<file path="config.mk">
export PLATFORM = sky130hd
export DESIGN_NAME = serial_adder
export DESIGN_NICKNAME = d
export VERILOG_FILES = /design/src/rtl/serial_adder_pkg.sv /design/src/rtl/serial_adder_full_add.sv /design/src/rtl/serial_adder.sv
export SDC_FILE = /design/constraint.sdc
export NUM_CORES = 1
export LEC_CHECK = 0
export CORE_MARGIN = 10
export CORE_UTILIZATION = 30
export DETAILED_ROUTE_END_ITERATION = 12
export HOLD_SLACK_MARGIN = 0.03
export PLACE_DENSITY = 0.6
export SLEW_MARGIN = 25
export SYNTH_ARGS = -nofsm -noshare
export SYNTH_HDL_FRONTEND = slang
export SYNTH_SLANG_ARGS = --single-unit
</file>
<file path="constraint.sdc">
create_clock -name clk -period 2.3 [get_ports clk]
set_clock_uncertainty 0.15 [all_clocks]
set_input_delay 0.23 -clock clk [delete_from_list [all_inputs] [get_ports clk]]
set_output_delay 0.23 -clock clk [all_outputs]
set_load 0.005 [all_outputs]
</file>
<file path="src/rtl/serial_adder_pkg.sv">
// rtl/serial_adder_pkg.sv - shared state encoding and sizing helper for the bit-serial adder
package serial_adder_pkg;

  typedef enum logic [1:0] {
    ST_IDLE  = 2'd0,
    ST_SHIFT = 2'd1,
    ST_HOLD  = 2'd2
  } state_t;

  // Counter must hold WIDTH-1 with headroom for the full range 2..32.
  function automatic int cnt_width(input int width);
    return $clog2(width) + 1;
  endfunction

endpackage

</file>
<file path="src/rtl/serial_adder_full_add.sv">
// rtl/serial_adder_full_add.sv - single-bit full-adder cell, sibling of full_sub
module full_add (
  input  logic x,
  input  logic y,
  input  logic z,
  output logic s,
  output logic c
);

  assign s = x ^ y ^ z;
  assign c = (x & y) | (x & z) | (y & z);

endmodule

</file>
<file path="src/rtl/serial_adder.sv">
// rtl/serial_adder.sv - LSB-first bit-serial adder, one bit per clock
module serial_adder
  import serial_adder_pkg::*;
#(
  parameter int WIDTH = 8
) (
  input  logic             clk,
  input  logic             rst_n,
  input  logic             in_valid,
  output logic             in_ready,
  input  logic [WIDTH-1:0] a,
  input  logic [WIDTH-1:0] b,
  input  logic             cin,
  output logic             out_valid,
  input  logic             out_ready,
  output logic [WIDTH-1:0] sum,
  output logic             cout,
  output logic             busy
);

  localparam int CNT_W = cnt_width(WIDTH);

  state_t             state_q;
  state_t             state_d;
  logic [WIDTH-1:0]   a_q;
  logic [WIDTH-1:0]   b_q;
  logic [WIDTH-1:0]   sum_q;
  logic               carry_q;
  logic [CNT_W-1:0]   cnt_q;
  logic               accept;
  logic               shift_en;
  logic               last_bit;
  logic               fa_s;
  logic               fa_c;

  assign accept   = (state_q == ST_IDLE) && in_valid;
  assign shift_en = (state_q == ST_SHIFT);
  assign last_bit = (cnt_q == CNT_W'(WIDTH - 1));

  full_add u_full_add (
    .x (a_q[0]),
    .y (b_q[0]),
    .z (carry_q),
    .s (fa_s),
    .c (fa_c)
  );

  always_ff @(posedge clk or negedge rst_n) begin
    if (!rst_n) begin
      state_q <= ST_IDLE;
    end else begin
      state_q <= state_d;
    end
  end

  always_comb begin
    state_d = state_q;
    case (state_q)
      ST_IDLE:  if (in_valid)  state_d = ST_SHIFT;
      ST_SHIFT: if (last_bit)  state_d = ST_HOLD;
      ST_HOLD:  if (out_ready) state_d = ST_IDLE;
      default:                 state_d = ST_IDLE;
    endcase
  end

  // Sum bits enter at the MSB so that after WIDTH shifts bit 0 lands at sum_q[0].
  always_ff @(posedge clk or negedge rst_n) begin
    if (!rst_n) begin
      a_q     <= '0;
      b_q     <= '0;
      sum_q   <= '0;
      carry_q <= 1'b0;
      cnt_q   <= '0;
    end else if (accept) begin
      a_q     <= a;
      b_q     <= b;
      sum_q   <= '0;
      carry_q <= cin;
      cnt_q   <= '0;
    end else if (shift_en) begin
      a_q     <= a_q >> 1;
      b_q     <= b_q >> 1;
      sum_q   <= {fa_s, sum_q[WIDTH-1:1]};
      carry_q <= fa_c;
      cnt_q   <= cnt_q + CNT_W'(1);
    end
  end

  assign in_ready  = (state_q == ST_IDLE);
  assign out_valid = (state_q == ST_HOLD);
  assign busy      = (state_q == ST_SHIFT);
  assign sum       = sum_q;
  assign cout      = carry_q;

endmodule

</file>
==> results of run 1 <==
## logic make-up after synthesis
logic type	Yosys count
AO/OA/AOI/OAI	32
buffers and inverters	10
flip-flops	31
AND/OR/NAND/NOR	62
multiplexers	1
adder cells (fa/ha/maj)	2
## synthesized netlist by cell type, drive strengths merged
cell type	number	area share
nand2	54	0.14
dfrtp	31	0.55
a22oi	15	0.11
o21ai	13	0.046
buf	7	0.046
nand2b	3	0.013
inv	2	0.0088
nor3b	2	0.014
o21bai	2	0.013
a21o	1	0.0053
clkbuf	1	0.0026
fa	1	0.014
ha	1	0.0088
mux2i	1	0.0070
nand4	1	0.0044
nor2	1	0.0026
o32ai	1	0.0062
or2b	1	0.0053
## flip-flops by register name (all words and copies together) (netlist names)
signal,flops
a_q,8
b_q,8
sum,8
cnt_q,4
state_q,2
cout,1
## worst min path at each step
stage | to | slack [ns] | startpoint | cells past startpoint
2_1_floorplan | a_q[0]$_DFFE_PN0P_ | -0.22 | rst_n | 0
3_3_place_gp | a_q[4]$_DFFE_PN0P_ | 0.31 | a_q[4]$_DFFE_PN0P_ | 2
3_5_place_dp | a_q[5]$_DFFE_PN0P_ | 0.32 | a_q[5]$_DFFE_PN0P_ | 2
4_1_cts | b_q[7]$_DFFE_PN0P_ | 0.19 | rst_n | 2
5_1_grt | b_q[7]$_DFFE_PN0P_ | 0.20 | rst_n | 2
6_report | b_q[7]$_DFFE_PN0P_ | 0.18 | rst_n | 2
## metal layers
| layer | track usage | share of wire | routed length [µm] | vias to the layer above |
|---|---|---|---|---|
| li1 | - | - | - | 531 |
| met1 | 0.0998 | 0.44 | 1340 | 501 |
| met2 | 0.130 | 0.43 | 1320 | 30 |
| met3 | 0.0570 | 0.11 | 335 | 8 |
| met4 | 0.0352 | 0.017 | 52 | 0 |
| met5 | 0 | 0 | 0 | - |
## power groups by stage
stage	sequential, mW	clock (mW)	combinational (mW)
2_1_floorplan	0.924	0	0.601
3_3_place_gp	0.946	0	0.853
3_5_place_dp	0.958	0	0.876
4_1_cts	0.949	0.571	0.877
5_1_grt	0.980	0.598	0.990
6_report	0.945	0.550	0.852
## area by class of cell
type                       count  area share
clock buffer                   6      0.0438
clock inverter                 2      0.0186
inverter                       2     0.00664
multi-input combinational     97       0.303
sequential                    31       0.412
tap                           52      0.0345
timing repair buffer          35       0.182
## per-stage QoR
stage          total power [mW]  cell area [µm²]  worst slack, ns
5_1_grt                    2.57             1880           0.0875
6_report                   2.35             1880            0.182
3_3_place_gp               1.80             1770            0.501
2_1_floorplan              1.53             1420            0.991
3_5_place_dp               1.83             1770            0.461
4_1_cts                    2.40             1880            0.145
==> run_results.csv, run 1 <==
group,metric,value,unit
layout,nNetsFinal,195,
global_route,grtUsageTotal,0.0884,
timing,worstMarginPinSlew,0.662,ns
critical_path,crit_type,"register to primary output",
floorplanning,initial_utilization,0.318,
power,p_clk_frac,0.234,
worst_hold_path,holdCritPathClass,"primary input to async pin",
critical_path,end_kind,"primary output",
detailed_routing,vias,1070,
detailed_routing,drt-total-wl,3050,µm
synth,synth_warnings,0,
synth,syn_area_per_cell,10.3,µm²
critical_path,crit_end,"busy",
layout,seq_area,776,µm²
synth,synth_compound_area_frac,0.185,
power,switchingPower,0.797,mW
global_route,overflow,0,
synth,synth_top_family_by_area,"compound AO/OA/AOI/OAI gates",
clock_network,cts.repair.resized,0,
synth,synth.distinct_cells,25,
critical_path,r2r-end,"cnt_q[2]$_DFFE_PN0P_",
layout,final_cell_mix,"nand2_1 (54), clkdlybuf4s50_1 (32), dfrtp_1 (31)",
place,place_inst,217,
layout,multi_input_area,571,µm²
job,maxCapViolCount,0,
timing,fmax,472,MHz
critical_path,slowest_delay,0.55,ns
layout,layout_commonest_cell,"nand2_1",
critical_path,cp-start-kind,"register",
clock_network,postCtsHoldBufs,0,
timing,tns,0,ns
critical_path,cp_slowest_cell,"clkdlybuf4s50_1",
clock_network,cts_tree,"done",
power,internal-power,1.55,mW
detailed_routing,via_per_inst,4.76,
floorplanning,ioPinCount,33,
run_status,status,"finished clean",
synth,synthMuxAreaShare,0.00704,
global_route,grt_pass1_vias,1181,
layout,synthToLayoutAreaGrowth,32.6,%
power,power.leakage,0.853,nW
timing,drv_slew,0,
layout,final_core_util,0.421,
detailed_routing,ant_nets,0,
synth,synthCells,138,
power,seqPwrFrac,0.402,
clock_network,path_clk_slew,0.07,ns
critical_path,r2r_cells,3,
clock_network,htree_levels,2,
critical_path,r2r-start,"state_q[0]$_DFFE_PN0P_",
synth,ys_seq_area_frac,0.546,
clock_network,post_cts_buffers,0,
critical_path,path_buf_inv,2,
floorplanning,core,4470,µm²
synth,synth-adder-area-share,0.0229,
floorplanning,die_width,88.8,µm
synth,yosys.area_share.simple,0.182,
critical_path,crit_chain,"nand2b_1 > inv_6 > clkdlybuf4s50_1",
power,switching_share,0.340,
timing,rsz0062_at_grt,"no",
place,gp_congestion,0.786,
floorplanning,rows,24,
critical_path,r2r_setup_slack,0.74,ns
critical_path,crit_arrival,1.74,ns
power,ir_drop,0.000480,V
global_route,grt_max_degree,32,
synth,syn-num-nets,161,
detailed_routing,wl_per_cell,13.5,µm
timing,relSlewSlack,0.558,
timing,fin_crit_sh,0.921,
synth,synth_area,1420,µm²
critical_path,crit_cells,3,
clock_network,numCtsBuffers,5,
layout,filler_cell_count,422,
layout,antenna_cells,0,
floorplanning,dieArea,7890,µm²
layout,drive_gt1_frac,0.139,
clock_network,cts_buffer_depth,2,
critical_path,cp.required,1.92,ns
critical_path,cp-startpoint,"state_q[1]$_DFFE_PN0P_",
place,hpwl,2140,µm
power,power_per_cell_area,1250,nW/µm²
detailed_routing,drc,0,
layout,fin_cells,225,
critical_path,worst-path-max-fanout,27,
power,p_comb_frac,0.363,
place,port_buffers,32,
timing,holdWs,0.179,ns
clock_network,cts_sinks,31,
timing,fin_crit,2.12,ns
detailed_routing,first_pass_iters,4,
critical_path,crit_family,"buffers and inverters",
timing,hold_viol,0,
synth,synth_xor_area_frac,0,
global_route,grt_pass1_wl,5460,µm
synth,ys_seq_elements,31,
clock_network,clkLatencyLatePin,0.29,ns
global_route,antenna_found_initial,0,
floorplanning,die_h,88.8,µm
clock_network,clock-root-buffer,"clkbuf_8",
detailed_routing,drt_iter0_drc,54,
timing,setup_viol,0,
(Power assumes the default switching activity.)
==> run 2, diff against run 1 <==
- ABC_AREA: default -> 1
- CAP_MARGIN: default -> 15
- CTS_BUF_LIST: default -> sky130_fd_sc_hd__clkbuf_4 sky130_fd_sc_hd__clkbuf_8
==> run 2 against run 1 <==
Die area shrank 3.3%; combinational power fell by 4.5%; cell area decreased by 2.1%; wire length decreased by 4.1%; clock power about the same; sequential power fell by 3.7%; global-route usage fell by 0.44 points; non-clock buffer count did not move; setup slack improved by 0.12 ns; critical endpoint unchanged; highest routed layer unchanged.
==> run_results.csv, run 2 <==
group,metric,value,unit
run_status,status,"finished clean",
layout,layout_commonest_cell,"nand2_1",
clock_network,postCtsHoldBufs,0,
timing,worstMarginPinSlew,0.386,ns
place,port_buffers,32,
clock_network,path_clk_slew,0.07,ns
synth,synth_area,1360,µm²
detailed_routing,drc,0,
layout,seq_area,776,µm²
place,post_dp_cell_area,1730,µm²
clock_network,htree_levels,2,
layout,fin_cells,245,
timing,holdWs,0.195,ns
critical_path,end_kind,"primary output",
place,hpwl,2100,µm
floorplanning,core,4380,µm²
place,place_inst,237,
synth,ys_seq_elements,31,
clock_network,clkLatencyLatePin,0.28,ns
global_route,grt_max_degree,32,
timing,hold_viol,0,
timing,rsz0062_at_grt,"no",
power,ir_drop,0.000443,V
timing,drv_slew,0,
clock_network,cts.repair.resized,0,
synth,ys_seq_area_frac,0.570,
critical_path,cp-start-kind,"register",
synth,synthCells,156,
layout,final_cell_mix,"nand2_1 (64), clkdlybuf4s50_1 (32), dfrtp_1 (31)",
floorplanning,die_width,87.3,µm
critical_path,r2r_setup_slack,0.81,ns
detailed_routing,drt-total-wl,2920,µm
global_route,grt_pass1_vias,1167,
clock_network,numCtsBuffers,5,
layout,antenna_cells,0,
synth,ys_async_sr_fraction,1.00,
clock_network,cts_buffer_depth,2,
layout,postLayoutCellArea,1840,µm²
floorplanning,rows,24,
synth,yosysMostFrequentCell,"nand2_1",
synth,synth_area_leaders,"dfrtp_1 (57%), nand2_1 (18%), nand3_1 (6.3%)",
detailed_routing,top_layer,"met4",
floorplanning,dieArea,7630,µm²
timing,setup_viol,0,
critical_path,crit_arrival,1.62,ns
detailed_routing,wl_per_cell,11.9,µm
critical_path,worst-path-max-fanout,11,
timing,tns,0,ns
global_route,overflow,0,
critical_path,crit_type,"register to primary output",
synth,ys.flop_type,"dfrtp_1",
detailed_routing,via_per_inst,4.43,
clock_network,cts_tree,"done",
floorplanning,ioPinCount,33,
detailed_routing,drt_iter0_drc,55,
layout,synthToLayoutAreaGrowth,35.6,%
layout,drive_gt1_frac,0.0933,
timing,fin_crit_sh,0.867,
synth,yosys.area.top_type,"dfrtp_1",
worst_hold_path,holdCritPathClass,"primary input to async pin",
detailed_routing,wl_met2,1270,µm
timing,fin_crit,2.00,ns
detailed_routing,ant_nets,0,
detailed_routing,first_pass_iters,4,
synth,syn-num-nets,179,
global_route,grt_pass1_wl,5180,µm
floorplanning,die_h,87.3,µm
synth,synth_warnings,0,
detailed_routing,wl_met1,1320,µm
layout,multi_input_area,487,µm²
layout,filler_cell_count,445,
floorplanning,initial_utilization,0.310,
place,gp_congestion,0.703,
synth,synth_top_area_share,0.570,
synth,synth_edf_count,0,
global_route,grtUsageTotal,0.0840,
clock_network,post_cts_buffers,0,
detailed_routing,dr_wl_met3,304,µm
synth,synth_common_cells,"nand2_1 (64), dfrtp_1 (31), nand3_1 (17)",
synth,synth.distinct_cells,18,
critical_path,cp.required,1.92,ns
layout,nNetsFinal,215,
synth,syn_area_per_cell,8.72,µm²
global_route,antenna_found_initial,0,
clock_network,clock-root-buffer,"clkbuf_8",
power,power_per_cell_area,1230,nW/µm²
timing,fmax,501,MHz
clock_network,cts_sinks,31,
timing,relSlewSlack,0.742,
job,maxCapViolCount,0,
power,power.leakage,0.873,nW
detailed_routing,vias,1086,
## run 2: changes by cell type in the layout (fill, tap and decap cells not counted), moves of 3 or more
cell	previous run	this run
o22ai_1	0	6
o21ai_0	13	4
inv_1	1	13
nand2_1	54	64
a22oi_2	10	0
nand3_1	0	17
nand2b_1	3	0
a22oi_1	5	0
## run 2: cell families after synthesis
| family | synth area share |
|---|---|
| and+or+nand+nor | 0.278 |
| DFF | 0.570 |
| buffers and inverters | 0.0718 |
| AOI/OAI and AO/OA | 0.0561 |
| adders and majority gates | 0.0239 |
## run 2: worst paths after layout
kind | startpoint | end | cells past startpoint
min reg2reg | b_q[7]$_DFFE_PN0P_ | b_q[7]$_DFFE_PN0P_ | 2
max in group asynchronous | rst_n | a_q[4]$_DFFE_PN0P_ | 2
max | state_q[1]$_DFFE_PN0P_ | busy | 4
min in group clk | b[7] | b_q[7]$_DFFE_PN0P_ | 3
max reg2reg | state_q[1]$_DFFE_PN0P_ | cnt_q[2]$_DFFE_PN0P_ | 6
min | rst_n | sum[7]$_DFFE_PN0P_ | 2
## run 2: stage by stage
stage	worst slack [ns]	power [mW]	util
detailed placement	0.598	1.75	0.394
global route	0.176	2.48	0.421
finish	0.305	2.27	0.421
floorplan	1.04	1.42	-
CTS	0.289	2.31	0.421
global placement	0.600	1.74	0.394
## run 2: power by group
part           internal, mW  switching (mW)
clock network         0.350           0.198
logic                 0.387           0.427
registers             0.767           0.143
total                  1.50           0.768
## run 2: worst max-delay path: stages, from the launching register on
cell and delay, ns:
dfrtp_1 0.42, inv_1 0.13, nand2_2 0.17, inv_2 0.11
clkdlybuf4s50_1 0.50
## run 2: final cells by class
class / instances / share of cell area
Sequential cell: 31 / 0.421
Inverter: 15 / 0.0305
Tap cell: 52 / 0.0353
Multi-Input combinational cell: 104 / 0.264
Timing Repair Buffer: 35 / 0.186
Clock buffer: 6 / 0.0448
Clock inverter: 2 / 0.0190
## run 2: per-layer routing
layer / track usage / vias to the layer above
met2: 0.128 / 32
met5: 0 / -
met1: 0.0982 / 487
met4: 0.0261 / 0
li1: - / 561
met3: 0.0468 / 6
